--- src/rtl/cpu_fsm_pkg.sv ---
`default_nettype none
// ============================================================================
// Package : cpu_fsm_pkg
// Brief   : Shared state encoding and default constants for the calculator
//           CPU control FSM.
// Rev     : 1.0 - initial release
// ============================================================================
package cpu_fsm_pkg;

   localparam int ESTADO_W        = 4;
   localparam int INSTR_W_DEF     = 3;
   localparam int LCD_HOLD_DEF    = 16;
   localparam int TIMEOUT_CYC_DEF = 255;

   // Fixed encodings: they are shown on the debug LEDs, so they must not move.
   typedef enum logic [ESTADO_W-1:0] {
      DESLIGADO      = 4'd0,
      LIGADO         = 4'd1,
      AGUARDANDO     = 4'd2,
      GRAVANDO       = 4'd3,
      DECODIFICANDO  = 4'd4,
      EXECUTANDO     = 4'd5,
      ESCREVENDO     = 4'd6,
      PREPARANDO_LCD = 4'd7,
      EXIBINDO       = 4'd8
   } estado_t;

endpackage
`default_nettype wire

--- src/rtl/sincroniza_borda.sv ---
`default_nettype none
// ============================================================================
// Module : sincroniza_borda
// Brief  : Two-flop synchroniser followed by a registered rising-edge detector.
//          The pulse appears three clocks after the raw pin rises; a held
//          input yields a single pulse.
// Rev    : 1.0 - initial release
// ============================================================================
module sincroniza_borda (
   input  logic clk,
   input  logic rst_n,
   input  logic async_i,
   output logic pulso_o
);

   logic [1:0] sync_q;
   logic       prev_q;
   logic       pulso_q;

   // Synchronise the pin, remember the last synchronised level, register the edge
   always_ff @(posedge clk or negedge rst_n) begin
      if (!rst_n) begin
         sync_q  <= 2'b00;
         prev_q  <= 1'b0;
         pulso_q <= 1'b0;
      end else begin
         sync_q  <= {sync_q[0], async_i};
         prev_q  <= sync_q[1];
         pulso_q <= sync_q[1] & ~prev_q;
      end
   end

   assign pulso_o = pulso_q;

endmodule
`default_nettype wire

--- src/rtl/cpu_fsm_param.sv ---
`default_nettype none
// ============================================================================
// Module : cpu_fsm_param
// Brief  : Calculator CPU control FSM. Synchronises the power/send buttons,
//          latches and validates the opcode, and sequences ALU, register
//          write and LCD update through handshakes with a display hold timer.
// Config : define CPU_FSM_TIMEOUT_EN to add an ALU watchdog of TIMEOUT_CYC
//          cycles in EXECUTANDO (undefined: wait for alu_done forever).
// Rev    : 1.0 - initial release
// ============================================================================
module cpu_fsm_param
   import cpu_fsm_pkg::*;
#(
   parameter int                    INSTR_W       = INSTR_W_DEF,
   parameter logic [2**INSTR_W-1:0] OP_VALID_MASK = '1,
   parameter int                    LCD_HOLD      = LCD_HOLD_DEF,
   parameter int                    TIMEOUT_CYC   = TIMEOUT_CYC_DEF
) (
   input  logic                clk,
   input  logic                rst_n,
   input  logic                botao_ligar,
   input  logic                botao_enviar,
   input  logic [INSTR_W-1:0]  instrucao,
   input  logic                alu_done,
   input  logic                lcd_ready,
   output logic                ligado,
   output logic                flag_clear,
   output logic [INSTR_W-1:0]  instr_reg,
   output logic                alu_start,
   output logic                reg_we,
   output logic                lcd_start,
   output logic                erro,
   output logic [ESTADO_W-1:0] estado_atual
);

   localparam int                HOLD_W    = (LCD_HOLD > 1) ? $clog2(LCD_HOLD) : 1;
   localparam logic [HOLD_W-1:0] HOLD_LOAD = HOLD_W'(LCD_HOLD - 1);

   logic ligar_p;
   logic enviar_p;

   estado_t              state_q,      state_d;
   logic                 ligado_q,     ligado_d;
   logic                 flag_clear_q, flag_clear_d;
   logic                 alu_start_q,  alu_start_d;
   logic                 reg_we_q,     reg_we_d;
   logic                 lcd_start_q,  lcd_start_d;
   logic                 erro_q,       erro_d;
   logic [INSTR_W-1:0]   instr_q,      instr_d;
   logic [HOLD_W-1:0]    hold_q,       hold_d;
   logic                 opcode_ok;

   sincroniza_borda u_sync_ligar (
      .clk     (clk),
      .rst_n   (rst_n),
      .async_i (botao_ligar),
      .pulso_o (ligar_p)
   );

   sincroniza_borda u_sync_enviar (
      .clk     (clk),
      .rst_n   (rst_n),
      .async_i (botao_enviar),
      .pulso_o (enviar_p)
   );

   assign opcode_ok = OP_VALID_MASK[instr_q];

`ifdef CPU_FSM_TIMEOUT_EN
   localparam int TO_W = $clog2(TIMEOUT_CYC + 1);

   logic [TO_W-1:0] to_cnt_q, to_cnt_d;
   logic            to_expired;

   // Last permitted cycle in EXECUTANDO without alu_done
   assign to_expired = (to_cnt_q == TO_W'(TIMEOUT_CYC - 1));

   // Watchdog count: restart on entry to EXECUTANDO, advance while there
   always_comb begin
      to_cnt_d = to_cnt_q;
      if ((state_d == EXECUTANDO) && (state_q != EXECUTANDO)) begin
         to_cnt_d = '0;
      end else if (state_q == EXECUTANDO) begin
         to_cnt_d = to_cnt_q + TO_W'(1);
      end
   end

   // Watchdog register
   always_ff @(posedge clk or negedge rst_n) begin
      if (!rst_n) begin
         to_cnt_q <= '0;
      end else begin
         to_cnt_q <= to_cnt_d;
      end
   end
`else
   logic timeout_unused;
   assign timeout_unused = (TIMEOUT_CYC != 0);
`endif

   // Next state: a power edge overrides every other transition
   always_comb begin
      state_d = state_q;
      if (ligar_p) begin
         state_d = ligado_q ? DESLIGADO : LIGADO;
      end else begin
         case (state_q)
            DESLIGADO:      state_d = DESLIGADO;
            LIGADO:         state_d = AGUARDANDO;
            AGUARDANDO:     if (enviar_p) state_d = GRAVANDO;
            GRAVANDO:       state_d = DECODIFICANDO;
            DECODIFICANDO:  state_d = opcode_ok ? EXECUTANDO : AGUARDANDO;
            EXECUTANDO: begin
               if (alu_done) begin
                  state_d = ESCREVENDO;
               end
`ifdef CPU_FSM_TIMEOUT_EN
               else if (to_expired) begin
                  state_d = AGUARDANDO;
               end
`endif
            end
            ESCREVENDO:     state_d = PREPARANDO_LCD;
            PREPARANDO_LCD: if (lcd_ready) state_d = EXIBINDO;
            EXIBINDO:       if (hold_q == '0) state_d = AGUARDANDO;
            default:        state_d = DESLIGADO;
         endcase
      end
   end

   // Outputs and datapath registers derived from the chosen transition, so
   // every strobe is registered and vanishes when power-off wins
   always_comb begin
      ligado_d     = (state_d != DESLIGADO);
      flag_clear_d = (state_d == LIGADO);
      alu_start_d  = (state_q == DECODIFICANDO) && (state_d == EXECUTANDO);
      reg_we_d     = (state_d == ESCREVENDO);
      lcd_start_d  = (state_q == PREPARANDO_LCD) && (state_d == EXIBINDO);

      instr_d = instr_q;
      if ((state_q == AGUARDANDO) && (state_d == GRAVANDO)) begin
         instr_d = instrucao;
      end

      erro_d = erro_q;
      if (state_d == DESLIGADO) begin
         erro_d = 1'b0;
      end else if ((state_q == DECODIFICANDO) && (state_d == EXECUTANDO)) begin
         erro_d = 1'b0;
      end else if ((state_q == DECODIFICANDO) && (state_d == AGUARDANDO)) begin
         erro_d = 1'b1;
      end else if ((state_q == EXECUTANDO) && (state_d == AGUARDANDO)) begin
         erro_d = 1'b1;
      end

      hold_d = hold_q;
      if (lcd_start_d) begin
         hold_d = HOLD_LOAD;
      end else if ((state_q == EXIBINDO) && (hold_q != '0)) begin
         hold_d = hold_q - HOLD_W'(1);
      end
   end

   // State and output registers
   always_ff @(posedge clk or negedge rst_n) begin
      if (!rst_n) begin
         state_q      <= DESLIGADO;
         ligado_q     <= 1'b0;
         flag_clear_q <= 1'b0;
         alu_start_q  <= 1'b0;
         reg_we_q     <= 1'b0;
         lcd_start_q  <= 1'b0;
         erro_q       <= 1'b0;
         instr_q      <= '0;
         hold_q       <= '0;
      end else begin
         state_q      <= state_d;
         ligado_q     <= ligado_d;
         flag_clear_q <= flag_clear_d;
         alu_start_q  <= alu_start_d;
         reg_we_q     <= reg_we_d;
         lcd_start_q  <= lcd_start_d;
         erro_q       <= erro_d;
         instr_q      <= instr_d;
         hold_q       <= hold_d;
      end
   end

   assign ligado       = ligado_q;
   assign flag_clear   = flag_clear_q;
   assign instr_reg    = instr_q;
   assign alu_start    = alu_start_q;
   assign reg_we       = reg_we_q;
   assign lcd_start    = lcd_start_q;
   assign erro         = erro_q;
   assign estado_atual = state_q;

endmodule
`default_nettype wire

--- config.mk ---
export PLATFORM = sky130hd
export DESIGN_NAME = cpu_fsm_param
export DESIGN_NICKNAME = d
export VERILOG_FILES = /design/src/rtl/cpu_fsm_pkg.sv /design/src/rtl/sincroniza_borda.sv /design/src/rtl/cpu_fsm_param.sv
export SDC_FILE = /design/constraint.sdc
export NUM_CORES = 1
export LEC_CHECK = 0
export BUFFER_PORTS_ARGS = -buffer_cell sky130_fd_sc_hd__buf_2
export CORE_MARGIN = 4
export CORE_UTILIZATION = 30
export CTS_CLUSTER_SIZE = 16
export DETAILED_ROUTE_END_ITERATION = 7
export PLACE_DENSITY = 0.54
export SLEW_MARGIN = 20
export SYNTH_ARGS = -nofsm -noshare
export SYNTH_HDL_FRONTEND = slang
export SYNTH_SLANG_ARGS = --single-unit
--- constraint.sdc ---
create_clock -name clk -period 2.2 [get_ports clk]
set_input_delay 0.11 -clock clk [delete_from_list [all_inputs] [get_ports clk]]
set_output_delay 0.11 -clock clk [all_outputs]
set_load 0.02 [all_outputs]
==> results.yml, run 1 <==
placed_design:
  hpwlAfterDp_um: 1440
  routabilityCongestion: 0.726
  io_buffers: 21
  placed_cell_area_um2: 1230
  dp.cells: 147
detailed_routing:
  route.vias.total: 679
  ant_nets: 0
  drtIter0Drc: 48
  routedWlPerCell_um: 12.3
  drt_wl_total_um: 1900
  post-route-drc-count: 0
  first_pass_iters: 4
  avgViaCountPerCell: 4.41
finish:
  layout_common_cells: "dfrtp_1 (25), buf_2 (21), nand2_1 (7)"
  drive_above_1_share: 0.380
  area_growth_syn_to_layout_pct: 17.6
  fill_cells: 349
  ff_latch_area_um2: 626
  multi_input_area_um2: 423
  mostFrequentLayoutCell: "dfrtp_1"
  diodes: 0
  fin_nets: 119
  design_area_um2: 1290
  final_cells: 154
power:
  p_leak_nw: 0.589
  peakVddDrop_mv: 0.262
  power_mw: 0.827
  p_per_area_nw_per_um2: 643
yosys:
  synth-seq-area-share: 0.572
  postSynthAreaPerCell_um2: 13.2
  yosysUniqueCellTypes: 36
  synth_top_area_cell: "dfrtp_1"
  synth_area_leaders: "dfrtp_1 (57%), mux2_2 (4.1%), a2111oi_4 (2.5%)"
  synth_top_area_share: 0.572
  syn_area_um2: 1090
  synth_nets: 93
  synth-seq-cells: 25
  syn-instance-count: 83
  yosysWarnings: 0
grt:
  grtUsageMet3: 0.0164
  grt_pass1_wl_um: 3290
  grt_max_degree: 26
  busiest_layer: "met2"
  use_met2: 0.147
  grt_use_met1: 0.129
  grt_use_total: 0.0953
  antenna_found_initial: 0
  overflow: 0
  grt_pass1_vias: 673
timing:
  worst_pin_slew_ns: 0.535
  hold_violations: 0
  finalSetupViolCount: 0
  tns_ns: 0
  fin_crit_sh: 0.760
  finalCriticalPeriod_ns: 1.67
  fin_skew_ns: 0.00366
  fmax_ghz: 0.598
  rsz0062_at_grt: "false"
  holdWs_ns: 0.0185
  max_slew_margin: 0.644
  drv_slew: 0
clock_network:
  cts.sinks: 25
  cts_buffers: 3
  root_buffer: "clkbuf_4"
  cts_buffer_depth: 2
  cts_setup_buffers: 0
  clk_pin_slew_worst_paths_ns: 0.13
  clk_latency_ns: 0.31
  cts_max_level: 1
  tritoncts: "yes"
worst_setup_path:
  cp-startpoint: "hold_q[0]"
  cp.arrival_ns: 1.89
  critPathTopFamily: "simple AND/OR/NAND/NOR gates"
  cp_data_required_time_ns: 2.41
  r2r_start: "hold_q[0]"
  worstRegToRegCells: 6
  worstReg2RegEnd: "hold_q[0]"
  crit_type: "reg -> reg"
  critPathMostFrequentCell: "nand2_1"
  cp_cell_sequence: "inv_1 > ha_1 > or3b_2 > nand2_1 > xnor2_1 > nand2_1"
  end_kind: "flip-flop"
  rrSetupSlack_ns: 0.53
  crit_slowest_cell: "or3b_2"
  cp_num_buf_inv: 1
  crit_fanout: 4
  slowest_delay_ns: 0.47
  start_kind: "flip-flop"
floorplanning:
  row_count: 21
  dieHeight_um: 68.4
  initial_core_util: 0.320
  die_w_um: 68.4
  dieArea_um2: 4680
  core-area_um2: 3420
  io_pins: 22
outcome:
  outcome: "finished clean"
run:
  drv_cap: 0
worst_hold_path:
  holdPathStages: 2
  hold_end: "instr_reg[1]"
  hold_class: "in -> reg"
  min-delay-start: "instrucao[1]"
through the flow:
stage / worst slack [ns] / util
global placement: 0.584 / 0.359
finish: 0.529 / 0.377
floorplan: 0.631 / -
detailed placement: 0.544 / 0.359
CTS: 0.525 / 0.377
global route: 0.391 / 0.377
worst max path at each step:
stage / end / slack, ns / cells past startpoint
2_1_floorplan: reg_we / 0.63 / 5
3_3_place_gp: hold_q[0] / 0.58 / 6
3_5_place_dp: hold_q[0] / 0.54 / 6
4_1_cts: hold_q[0] / 0.53 / 6
5_1_grt: hold_q[0] / 0.39 / 6
6_report: hold_q[0] / 0.53 / 6
report_power, final:
group	switching [mW]	leakage (nW)	internal, mW
sequential	0.0204	0.302	0.486
combinational	0.0665	0.272	0.0518
clock	0.133	0.0139	0.0693
total	0.220	0.589	0.607
worst reg2reg max path, cell delays in order, from the launching register on:
cell     delay [ns]
dfrtp_1        0.41
inv_1          0.09
ha_1           0.22
or3b_2         0.47
nand2_1        0.18
xnor2_1        0.14
nand2_1        0.07
cells in the mapped netlist, drive strengths merged:
library cell	number
a2111oi	1
a21oi	2
a31oi	1
and2	1
and2b	1
and3b	1
buf	3
dfrtp	25
ha	1
inv	4
mux2	4
mux2i	1
nand2	7
nand2b	3
nand3	2
nand4	2
nand4b	2
nor2	5
nor2b	2
nor3	3
nor3b	1
nor4	1
nor4b	2
o211ai	1
o21ai	2
o32a	1
or2	1
or3b	1
xnor2	1
xor2	1
area by class of cell:
class | instances | area share
Sequential cell | 25 | 0.486
Timing Repair Buffer | 24 | 0.105
Clock buffer | 3 | 0.0175
Clock inverter | 1 | 0.00584
Tap cell | 46 | 0.0447
Multi-Input combinational cell | 51 | 0.329
Inverter | 4 | 0.0117
timing repair:
| action | in CTS | in global routing |
|---|---|---|
| endpoints found under the hold margin | 27 | 0 |
| gates resized for setup | 0 | 0 |
| hold buffers | 3 | 0 |
| endpoints found under the setup margin | 0 | 0 |
routing by layer:
layer  up-vias  wire (um)
met5         -          0
met1       322        824
met4         0         14
met2        17        947
met3         2        114
li1        338          -
logic make-up after synthesis:
family | share of synthesized area
AOI/OAI and AO/OA | 0.0732
xor gates and xnor gates | 0.0160
adders and majority gates | 0.0114
buffers and inverters | 0.0412
DFF | 0.572
muxes | 0.0618
and+or+nand+nor | 0.224
Note: power is estimated with default switching activity, not from simulation.
==> run 2: changes to the inputs <==
ABC_AREA = 1   (was unset)
PLACE_DENSITY = 0.56   (was 0.54)
clock period = 1.5 ns   (was 2.2 ns; I/O delays follow)
==> results.yml, run 2 <==
finish:
  design_area_um2: 1370
  fin_nets: 159
  mostFrequentLayoutCell: "nand2_1"
  diodes: 0
  drive_above_1_share: 0.399
  fill_cells: 313
  area_growth_syn_to_layout_pct: 34.6
  layout_common_cells: "nand2_1 (25), dfrtp_1 (23), buf_2 (21)"
  final_cells: 192
  fin_util: 0.435
detailed_routing:
  avgViaCountPerCell: 4.49
  routedWlPerCell_um: 11.0
  first_pass_iters: 6
  post-route-drc-count: 0
  drtIter0Drc: 68
  ant_nets: 0
  route.vias.total: 863
  drt_wl_total_um: 2110
yosys:
  syn_area_um2: 1020
  synth-seq-cells: 25
  async_flop_share: 1.00
  synth-edff-count: 0
  synth_area_leaders: "dfrtp_1 (61%), nand2_1 (12%), inv_1 (5.9%)"
  yosysWarnings: 0
  synth_nets: 122
  synth_common_cells: "nand2_1 (33), dfrtp_1 (25), inv_1 (16)"
  synth-seq-area-share: 0.613
  ys.flop_type: "dfrtp_1"
  synth_top_area_share: 0.613
  yosysUniqueCellTypes: 17
  yosysMostFrequentCell: "nand2_1"
  synth_top_area_cell: "dfrtp_1"
  syn-instance-count: 112
  postSynthAreaPerCell_um2: 9.10
worst_hold_path:
  hold_end: "estado_atual[3]"
  holdPathStages: 3
  hold_class: "in -> reg"
  min-delay-start: "lcd_ready"
floorplanning:
  dieHeight_um: 66.3
  die_w_um: 66.3
  row_count: 20
  io_pins: 22
  core-area_um2: 3150
  initial_core_util: 0.323
  dieArea_um2: 4400
worst_setup_path:
  rrSetupSlack_ns: 0.1
  crit_slowest_cell: "dfrtp_1"
  cp.arrival_ns: 1.63
  critPathTopFamily: "simple AND/OR/NAND/NOR gates"
  worstReg2RegEnd: "instr_reg[2]"
  worstRegToRegCells: 10
  crit_fanout: 5
  cp_cell_sequence: "inv_2 > nand2_2 > nor2_2 > nand2_1 > nand4_1 > nand3_2 > inv_2 > nand2_4 > nand2_2 > nand2_1"
  r2r_start: "estado_atual[2]"
  cp_num_buf_inv: 2
  cp-startpoint: "estado_atual[2]"
  slowest_delay_ns: 0.43
  cp_data_required_time_ns: 1.73
  end_kind: "flip-flop"
  start_kind: "flip-flop"
  crit_type: "reg -> reg"
timing:
  drv_slew: 0
  holdWs_ns: 0.109
  fin_ws_ns: 0.0959
  hold_violations: 0
  fmax_ghz: 0.712
  fin_skew_ns: 0.00260
  finalCriticalPeriod_ns: 1.40
  fin_crit_sh: 0.936
  max_slew_margin: 0.633
  finalSetupViolCount: 0
  rsz0062_at_grt: "true"
  tns_ns: 0
  worst_pin_slew_ns: 0.551
power:
  p_leak_nw: 0.719
  peakVddDrop_mv: 0.485
  p_per_area_nw_per_um2: 1580
  power_mw: 2.16
grt:
  grt_pass1_wl_um: 3510
  overflow: 0
  grt_pass1_vias: 818
  grt_max_degree: 26
  grt_use_total: 0.106
  antenna_found_initial: 0
clock_network:
  tritoncts: "yes"
  clk_latency_ns: 0.32
  cts.sinks: 25
  cts_buffers: 3
  cts_max_level: 1
  clk_pin_slew_worst_paths_ns: 0.14
  cts_buffer_depth: 2
  root_buffer: "clkbuf_4"
placed_design:
  hpwlAfterDp_um: 1500
  dp.cells: 177
  io_buffers: 21
  placed_cell_area_um2: 1180
  pre_cts_ws_ns: 0.0369
  routabilityCongestion: 0.910
outcome:
  outcome: "finished clean"
run:
  drv_cap: 0
==> run 2: cell types whose count changed after synthesis, sizes merged, moves of 2 or more <==
cell    change
nor2b       -2
nor4b       -2
nand2      +29
nand2b      -3
nand3       +6
mux2        -4
nor3        -2
nor2        +7
inv        +14
buf         -3
nand4b      -2
nand4       +2
==> run 2: area by class of cell <==
class / instances / area (um^2) / area share
sequential: 25 / 628 / 0.458
multi-input combinational: 69 / 389 / 0.283
timing repair buffer: 32 / 203 / 0.148
inverter: 18 / 67.6 / 0.0492
tap: 44 / 55.1 / 0.0401
clock buffer: 3 / 22.5 / 0.0164
clock inverter: 1 / 7.51 / 0.00547
==> run 2: kinds of logic after synthesis <==
group	count (synthesis)	synth area share
XOR/XNOR	1	0.00859
buffers and inverters	18	0.0663
AND/OR/NAND/NOR	62	0.272
flip-flops	25	0.613
AO/OA/AOI/OAI	5	0.0270
adder cells (fa/ha/maj)	1	0.0123
==> run 2: power by group <==
part	switching (mW)	leakage, nW	internal, mW
Combinational	0.571	0.398	0.344
Sequential	0.120	0.307	0.826
Clock	0.202	0.0139	0.102
==> run 2: per-layer routing <==
layer	track usage	share of wire	wire length (um)
met3	0.0238	0.057	120
met1	0.139	0.48	1000
met2	0.162	0.46	968
met5	0	0	0
met4	0.0533	0.0071	15
==> run 2: worst max-delay path by stage <==
stage / endpoint / cells past startpoint / slack, ns
after floorplan: hold_q[3] / 8 / 0.14
after global placement: instr_reg[2] / 11 / 0.06
after detailed placement: instr_reg[2] / 11 / 0.04
after CTS: instr_reg[2] / 11 / 0.03
after global routing: instr_reg[1] / 10 / -0.03
final: instr_reg[2] / 10 / 0.1
==> run 2: timing repair <==
item / CTS / global route
setup buffers: 0 / 5
endpoints found under the setup margin: 0 / 6
hold endpoints to repair: 30 / 0
gates resized for setup: 0 / 25
hold buffers: 6 / 0
==> run 2: worst min-delay path, cell delays in order <==
cell and delay (ns):
buf_2 0.11, nand3_1 0.13, a21oi_1 0.09
